File: src/rtl/uart_rx.sv
// 8N1 UART receiver: 2-flop synchronised rx, start-glitch rejection, mid-bit sampling.
// One-cycle rx_valid per good frame one clock after the stop sample; frame_err instead if the stop bit reads 0.
module uart_rx #(
  parameter int CLOCK_FREQ = 100_000_000,
  parameter int BAUD       = 115200
) (
  input  logic       clk,
  input  logic       rst_n,
  input  logic       rx,
  output logic [7:0] rx_data,
  output logic       rx_valid,
  output logic       frame_err,
  output logic       busy
);

  localparam int BAUD_TICKS = CLOCK_FREQ / BAUD;
  localparam int HALF_TICKS = BAUD_TICKS / 2;

  typedef enum logic [2:0] {
    S_IDLE,
    S_START,
    S_DATA,
    S_STOP,
    S_BREAK
  } state_t;

  state_t      r_state, w_state_nxt;
  logic        r_sync1, r_sync2;
  logic        w_rx_s;
  logic [15:0] r_baud_cnt, w_baud_cnt_nxt;
  logic [15:0] w_limit;
  logic        w_sample;
  logic [2:0]  r_bit_idx, w_bit_idx_nxt;
  logic [7:0]  r_shift, w_shift_nxt;
  logic [7:0]  r_rx_data, w_rx_data_nxt;
  logic        r_rx_valid, w_rx_valid_nxt;
  logic        r_frame_err, w_frame_err_nxt;

  assign w_rx_s   = r_sync2;
  // The start bit is sampled half a period in so every later sample lands mid-bit.
  assign w_limit  = (r_state == S_START) ? 16'(HALF_TICKS) : 16'(BAUD_TICKS);
  assign w_sample = (r_baud_cnt == w_limit - 16'd1);

  always_ff @(posedge clk or negedge rst_n) begin
    if (!rst_n) begin
      r_sync1     <= 1'b1;
      r_sync2     <= 1'b1;
      r_state     <= S_IDLE;
      r_baud_cnt  <= '0;
      r_bit_idx   <= '0;
      r_shift     <= '0;
      r_rx_data   <= '0;
      r_rx_valid  <= 1'b0;
      r_frame_err <= 1'b0;
    end else begin
      r_sync1     <= rx;
      r_sync2     <= r_sync1;
      r_state     <= w_state_nxt;
      r_baud_cnt  <= w_baud_cnt_nxt;
      r_bit_idx   <= w_bit_idx_nxt;
      r_shift     <= w_shift_nxt;
      r_rx_data   <= w_rx_data_nxt;
      r_rx_valid  <= w_rx_valid_nxt;
      r_frame_err <= w_frame_err_nxt;
    end
  end

  always_comb begin
    w_state_nxt     = r_state;
    w_baud_cnt_nxt  = '0;
    w_bit_idx_nxt   = r_bit_idx;
    w_shift_nxt     = r_shift;
    w_rx_data_nxt   = r_rx_data;
    w_rx_valid_nxt  = 1'b0;
    w_frame_err_nxt = 1'b0;
    case (r_state)
      S_IDLE: begin
        if (!w_rx_s) w_state_nxt = S_START;
      end
      S_START: begin
        w_baud_cnt_nxt = w_sample ? 16'd0 : r_baud_cnt + 16'd1;
        if (w_sample) begin
          if (!w_rx_s) begin
            w_state_nxt   = S_DATA;
            w_bit_idx_nxt = 3'd0;
          end else begin
            w_state_nxt = S_IDLE;
          end
        end
      end
      S_DATA: begin
        w_baud_cnt_nxt = w_sample ? 16'd0 : r_baud_cnt + 16'd1;
        if (w_sample) begin
          w_shift_nxt   = {w_rx_s, r_shift[7:1]};
          w_bit_idx_nxt = r_bit_idx + 3'd1;
          if (r_bit_idx == 3'd7) w_state_nxt = S_STOP;
        end
      end
      S_STOP: begin
        w_baud_cnt_nxt = w_sample ? 16'd0 : r_baud_cnt + 16'd1;
        if (w_sample) begin
          if (w_rx_s) begin
            w_rx_data_nxt  = r_shift;
            w_rx_valid_nxt = 1'b1;
            w_state_nxt    = S_IDLE;
          end else begin
            w_frame_err_nxt = 1'b1;
            w_state_nxt     = S_BREAK;
          end
        end
      end
      S_BREAK: begin
        if (w_rx_s) w_state_nxt = S_IDLE;
      end
      default: w_state_nxt = S_IDLE;
    endcase
  end

  assign rx_data   = r_rx_data;
  assign rx_valid  = r_rx_valid;
  assign frame_err = r_frame_err;
  assign busy      = (r_state != S_IDLE);

endmodule

File: config.mk
export PLATFORM = sky130hd
export DESIGN_NAME = uart_rx
export DESIGN_NICKNAME = d
export VERILOG_FILES = /design/src/rtl/uart_rx.sv
export SDC_FILE = /design/constraint.sdc
export NUM_CORES = 1
export LEC_CHECK = 0
export CAP_MARGIN = 25
export CORE_MARGIN = 5
export CORE_UTILIZATION = 40
export DETAILED_ROUTE_END_ITERATION = 6
export PLACE_DENSITY = 0.66
export SLEW_MARGIN = 25
export SYNTH_ARGS = -nofsm -noshare
export SYNTH_HDL_FRONTEND = slang
export SYNTH_SLANG_ARGS = --single-unit
export TNS_END_PERCENT = 5
File: constraint.sdc
create_clock -name clk -period 2.8 [get_ports clk]
set_input_delay 0.42 -clock clk [delete_from_list [all_inputs] [get_ports clk]]
set_output_delay 0.42 -clock clk [all_outputs]
set_load 0.02 [all_outputs]
==> results.cfg, run 1 <==
[outcome]
status = finished clean

[critical_path]
worstPathArrival_ns = 2.77
start_kind = flop
worst_r2r_endpoint = rx_data[5]
r2r-start = r_state[1]
worstPathRequired_ns = 2.98
r2r_cells = 5
critPathLaunch = r_state[1]
path_class = flop to flop
critPathCaptureType = flop
path_max_fanout = 10
setup.worst_path.end = rx_data[5]
r2r_slack_ns = 0.22

[floorplanning]
dieArea_um2 = 6390
ios = 14
core-area_um2 = 4720
row_count = 25
die-height_um = 80.0
start_util_pct = 41.5
fp.dieW_um = 80.0

[sta]
drv_slew = 0
fmax_ghz = 0.387
tns_ns = 0
final.period_utilization_pct = 92.2
fin_ws_ns = 0.218
max-slew-margin-rel_pct = 66.4
rsz0062_at_grt = false
tightest_slew_ns = 0.491
skew_ns = 0.00919
finalHoldViolations = 0
period_needed_ns = 2.58
setup_viol = 0

[clock_network]
cts_max_level = 2
cts-root-buf = clkbuf_8
hold_buffers = 0
clk_pin_slew_ns = 0.08
cts_sinks = 42
clk_path_buf_depth = 2
cts-resized-gates = 0
insertion_delay_ns = 0.29
post-cts-setup-buffers = 0
cts_buffers = 5
cts_tree = built

[power]
power_density_nw_per_um2 = 449
switching_share_pct = 22.1
finalPower_w = 0.00101
p_switching_w = 0.000223
intPower_w = 0.000787
sequentialPowerShare_pct = 60.4
vdd_drop_max_mv = 0.319
p_leak_nw = 0.976
pwr-share-clk_pct = 38.0
combPwrFrac_pct = 1.6

[synth]
synth-seq-cells = 42
syn_inst = 166
synth-seq-area-share_pct = 53.8
yosysWarnings = 0
syn_nets = 172
yosysUniqueCellTypes = 36
synth.avg_cell_area_um2 = 11.8
syn_area_um2 = 1960

[layout]
antenna_cells = 0
fin_nets = 188
area_growth_pct = 14.7
layout-drive-gt1-share_pct = 18.6
final_util_pct = 47.5
final_cell_mix = 40 x dfrtp_1, 16 x mux2_2, 15 x nor3_1
layout_commonest_cell = dfrtp_1

[placed_design]
gp_congestion = 0.876
place_ws_ns = 0.246
dp_hpwl_um = 2610
io_buffers = 13

[drt]
ant_nets = 0
first_pass_iters = 4
vias = 1365
wirelength_um = 3730
viasPerCell = 5.46
drc = 0
avgRoutedWirePerCell_um = 14.9
drt_iter0_drc = 89

[run]
drv_cap = 0

[global_routing]
grt_pass1_wl_um = 6640
antenna_found_initial = 0
grt_usage_pct = 13.2
grt_start_max_net_pins = 43
grt_overflow = 0
grt_pass1_vias = 1371

[worst_hold_path]
hp-class = primary input to async pin
critical path, cell delays in order, from the launching register on:
cell	delay, ns
dfrtp_1	0.45
or3b_1	0.42
or4_1	0.69
a2111oi_4	0.35
buf_4	0.23
mux2_2	0.34
metrics by stage:
step	instance area (µm²)	cells	hold WS (ns)
floorplan	1960	166	0.124
global placement	2160	242	0.350
detailed placement	2160	242	0.350
CTS	2240	250	0.284
global route	2250	250	0.134
finish	2250	250	0.0921
how the worst min path moves through the flow:
stage / start / end / slack, ns / cells past startpoint
after global routing: rst_n / r_baud_cnt[11] / 0.13 / 1
after CTS: rst_n / r_baud_cnt[11] / 0.28 / 1
after detailed placement: r_sync1 / r_sync2 / 0.35 / 0
final: rst_n / r_baud_cnt[14] / 0.09 / 1
after floorplan: rst_n / frame_err / 0.12 / 0
after global placement: r_sync1 / r_sync2 / 0.35 / 0
synth_stat cells:
cell	number	area share, %
a211o_1	3	1.3
nand4_1	7	2.2
xnor2_1	6	2.7
or3b_1	1	0.45
a2111oi_0	2	0.89
a211oi_1	2	0.77
nor2_1	7	1.3
mux2_2	16	9.2
nor2b_1	2	0.64
nor3_1	15	3.8
a32o_1	1	0.51
buf_4	2	0.77
mux2i_1	2	1.0
o41ai_1	1	0.45
nor4b_1	2	0.89
o2bb2ai_1	2	0.89
inv_1	3	0.58
and3_1	1	0.32
clkbuf_1	5	0.96
nor4_1	2	0.64
or3_1	1	0.32
xor2_1	7	3.1
a2111oi_4	1	1.4
nand2_1	7	1.3
or3b_2	2	0.89
a22oi_1	1	0.38
or4_1	1	0.38
nor3b_1	3	1.2
and4_1	3	1.3
dfstp_2	2	2.7
nand3b_1	1	0.38
dfrtp_1	40	51
or2_2	1	0.32
a21oi_1	1	0.26
ha_1	3	1.9
nand3_1	10	2.6
logic make-up after synthesis:
kind of cell | Yosys count | synth area share (%)
compound gates | 14 | 6.90
xor+xnor | 13 | 5.81
fa+ha+maj | 3 | 1.92
buf+inv | 10 | 2.30
flops | 42 | 53.8
mux | 18 | 10.2
simple gates | 66 | 19.0
per-layer routing:
layer  up-vias  part of all wire [%]  wire length [µm]  GRT usage, %
met3         2                   3.8               142          4.74
met2        23                    49              1840          21.6
met5         -                     0                 0             0
li1        643                     -                 -             -
met1       697                    47              1740          16.6
met4         0                  0.21                 8          3.38
sequential cells by signal, indices dropped and copies added (netlist names):
name	count
frame_err	1
r_baud_cnt	16
r_bit_idx	3
r_shift	8
r_state	3
r_sync1	1
r_sync2	1
rx_data	8
rx_valid	1
power groups by stage:
stage               Combinational, W  Sequential [W]  Clock (W)
detailed placement         0.0000169        0.000622          0
finish                     0.0000160        0.000610   0.000383
CTS                        0.0000169        0.000610   0.000398
global placement           0.0000160        0.000622          0
floorplan                 0.00000212        0.000622          0
global route               0.0000196        0.000610   0.000430
area by class of cell:
type	instances	area, µm²
clock buffers	5	68.8
clock inverters	3	18.8
fillers	439	2480
inverters	3	11.3
multi-input cells	114	860
flip-flops and latches	42	1050
well taps	67	83.8
repair buffers	16	150
No activity file was read; power rests on OpenSTA's default activity.
==> run 2: changes to the inputs <==
--- a/config.mk
+++ b/config.mk
@@ -5,6 +5,7 @@
 export SDC_FILE = /design/constraint.sdc
 export NUM_CORES = 1
 export LEC_CHECK = 0
+export ABC_CLOCK_PERIOD_IN_PS = 2800
 export CAP_MARGIN = 25
 export CORE_MARGIN = 5
 export CORE_UTILIZATION = 40
==> results of run 2 <==
No change in the layout: final DEF, timing and power equal those of run 1.
==> run 3: changes to the inputs <==
--- a/config.mk
+++ b/config.mk
@@ -5,10 +5,12 @@
 export SDC_FILE = /design/constraint.sdc
 export NUM_CORES = 1
 export LEC_CHECK = 0
+export ABC_AREA = 1
 export ABC_CLOCK_PERIOD_IN_PS = 2800
 export CAP_MARGIN = 25
 export CORE_MARGIN = 5
 export CORE_UTILIZATION = 40
+export CTS_BUF_LIST = sky130_fd_sc_hd__clkbuf_8
 export DETAILED_ROUTE_END_ITERATION = 6
 export PLACE_DENSITY = 0.66
 export SLEW_MARGIN = 25
==> run 3 against run 2 <==
Against the previous run: non-clock buffer count decreased by 3; count of clock-buffer cells in the layout unchanged; clock power is 22% higher; synthesized cell count up 54%; die area rose by 4.1%; global-route usage grew 0.46 points; sequential power hardly changed; combinational power is 6% lower; largest power group unchanged.
==> results.cfg, run 3 <==
[worst_hold_path]
hp-class = primary input to async pin

[drt]
ant_nets = 0
wirelength_um = 3900
vias = 1618
drc = 0
viasPerCell = 4.74
avgRoutedWirePerCell_um = 11.4
first_pass_iters = 4
drt_iter0_drc = 44

[power]
pwr-share-clk_pct = 42.9
intPower_w = 0.000873
sequentialPowerShare_pct = 55.7
vdd_drop_max_mv = 0.208
combPwrFrac_pct = 1.4
switching_share_pct = 20.2
p_leak_nw = 1.20
power_density_nw_per_um2 = 468
p_switching_w = 0.000221

[layout]
nFillCells = 492
fin_cells = 341
largest_register_ffs = 16
layout_commonest_cell = nand2_1
multiInputGateArea_um2 = 848
area_growth_pct = 13.9
finalInstanceArea_um2 = 2340
final_cell_mix = 79 x nand2_1, 40 x dfrtp_1, 35 x nor2_1
layout-drive-gt1-share_pct = 7.01
fin_nets = 276
antenna_cells = 0
final-seq-area_um2 = 1050
regMostFlops = r_baud_cnt

[synth]
synth.avg_cell_area_um2 = 8.04
yosysUniqueCellTypes = 26
netlist.area_leader.share_pct = 48.8
synth-seq-area-share_pct = 51.4
ys_top_cells_by_area = dfrtp_1 49%, nand2_1 14%, nor2_1 6.4%, inv_1 4.8%, nand3_1 3.4%
syn_area_um2 = 2050
async_reset_ff_share_pct = 100
synth.top_cells.by_count = 79 x nand2_1, 40 x dfrtp_1, 35 x nor2_1
synth_most_common_cell = nand2_1
syn_inst = 255
netlist.top_cell.by_area = dfrtp_1
yosys_most_used_dff = dfrtp_1
syn_nets = 261
synth-seq-cells = 42
synth_edf_count = 0
yosysWarnings = 0

[critical_path]
critPathCaptureType = flop
worstPathRequired_ns = 2.99
worstPathArrival_ns = 2.24
r2r_cells = 10
path_max_fanout = 13
path_class = flop to flop
start_kind = flop

[global_routing]
grt_pass1_wl_um = 6930
grt_pass1_vias = 1506
grt_usage_pct = 13.7
grt_overflow = 0
antenna_found_initial = 0
grt_start_max_net_pins = 43

[placed_design]
gp_congestion = 0.824
io_buffers = 13
dp_hpwl_um = 2800
place_inst = 333
placed_cell_area_um2 = 2220

[floorplanning]
core-area_um2 = 5040
fp.dieW_um = 81.6
start_util_pct = 40.7
ios = 14
row_count = 26
dieArea_um2 = 6660
die-height_um = 81.6

[sta]
drv_slew = 0
skew_ns = 0.00384
fmax_ghz = 0.487
finalHoldViolations = 0
rsz0062_at_grt = false
max-slew-margin-rel_pct = 64.6
tightest_slew_ns = 0.531
period_needed_ns = 2.05
setup_viol = 0
tns_ns = 0
final.period_utilization_pct = 73.3

[clock_network]
cts_buffers = 5
cts_max_level = 2
post-cts-setup-buffers = 0
cts_tree = built
clk_pin_slew_ns = 0.08
clk_path_buf_depth = 2
hold_buffers = 0
insertion_delay_ns = 0.30
cts_sinks = 42
cts-root-buf = clkbuf_8
cts-resized-gates = 0

[run]
drv_cap = 0

[outcome]
status = finished clean
## run 3: changes by cell type in the layout (fill, tap and decap cells not counted), sizes merged, moves of 7 or more
cell | previous run | this run
nand2 | 7 | 80
nor2 | 7 | 38
o21ai | 0 | 10
inv | 4 | 30
nor3 | 15 | 8
mux2 | 16 | 0
## run 3: final cells by class
class	count	share of cell area [%]
Multi-Input combinational cell	179	36.3
Tap cell	70	3.75
Timing Repair Buffer	13	5.46
Sequential cell	42	45.1
Clock inverter	3	1.77
Clock buffer	5	2.95
Inverter	29	4.66
## run 3: stage by stage
stage	hold WS, ns	total power (W)	util [%]	worst slack, ns
floorplan	0.124	0.000623	-	1.44
global placement	0.347	0.000638	44.1	0.829
detailed placement	0.349	0.000638	44.1	0.744
CTS	0.294	0.00111	46.3	0.738
global route	0.142	0.00113	46.3	0.447
finish	0.0940	0.00109	46.3	0.748
## run 3: worst paths after layout
check | slack [ns] | endpoint | startpoint
min in group clk | 0.36 | r_sync2 | r_sync1
hold reg to reg | 0.36 | r_sync2 | r_sync1
max in group asynchronous | 2.33 | r_sync2 | rst_n
hold / removal | 0.09 | r_baud_cnt[3] | rst_n
setup reg to reg | 0.75 | r_state[1] | r_baud_cnt[9]
setup / recovery | 0.75 | r_state[1] | r_baud_cnt[9]
## run 3: cell families (layout without fill, tap and decap cells)
family          count (synthesis)  after routing  share of synthesized area [%]
fa+ha+maj                       3              3                           1.83
compound gates                 15             15                           3.84
flops                          42             42                           51.4
simple gates                  155            155                           33.1
xor+xnor                        6              6                           2.56
buf+inv                        34             50                           7.26
## run 3: power by group through the flow
| stage | logic, W | registers [W] | clock network (W) |
|---|---|---|---|
| floorplan | 0.00000117 | 0.000622 | 0 |
| global placement | 0.0000158 | 0.000622 | 0 |
| detailed placement | 0.0000160 | 0.000622 | 0 |
| CTS | 0.0000159 | 0.000610 | 0.000482 |
| global route | 0.0000181 | 0.000610 | 0.000506 |
| finish | 0.0000151 | 0.000610 | 0.000469 |
## run 3: routing by layer
layer,wire (µm),up-vias,track usage (%)
li1,-,839,-
met1,1910,746,18.0
met2,1780,27,21.4
met3,123,6,2.96
met4,86,0,6.48
met5,0,-,0
## run 3: critical path, stage by stage (launching register included)
cell	delay (ns)
dfrtp_1	0.41
inv_1	0.09
nand2_1	0.05
nor2_1	0.10
nand2_1	0.07
nand2_1	0.33
nand3_2	0.35
nand2_2	0.32
nand2_1	0.11
nand2_1	0.07
nand2_1	0.05
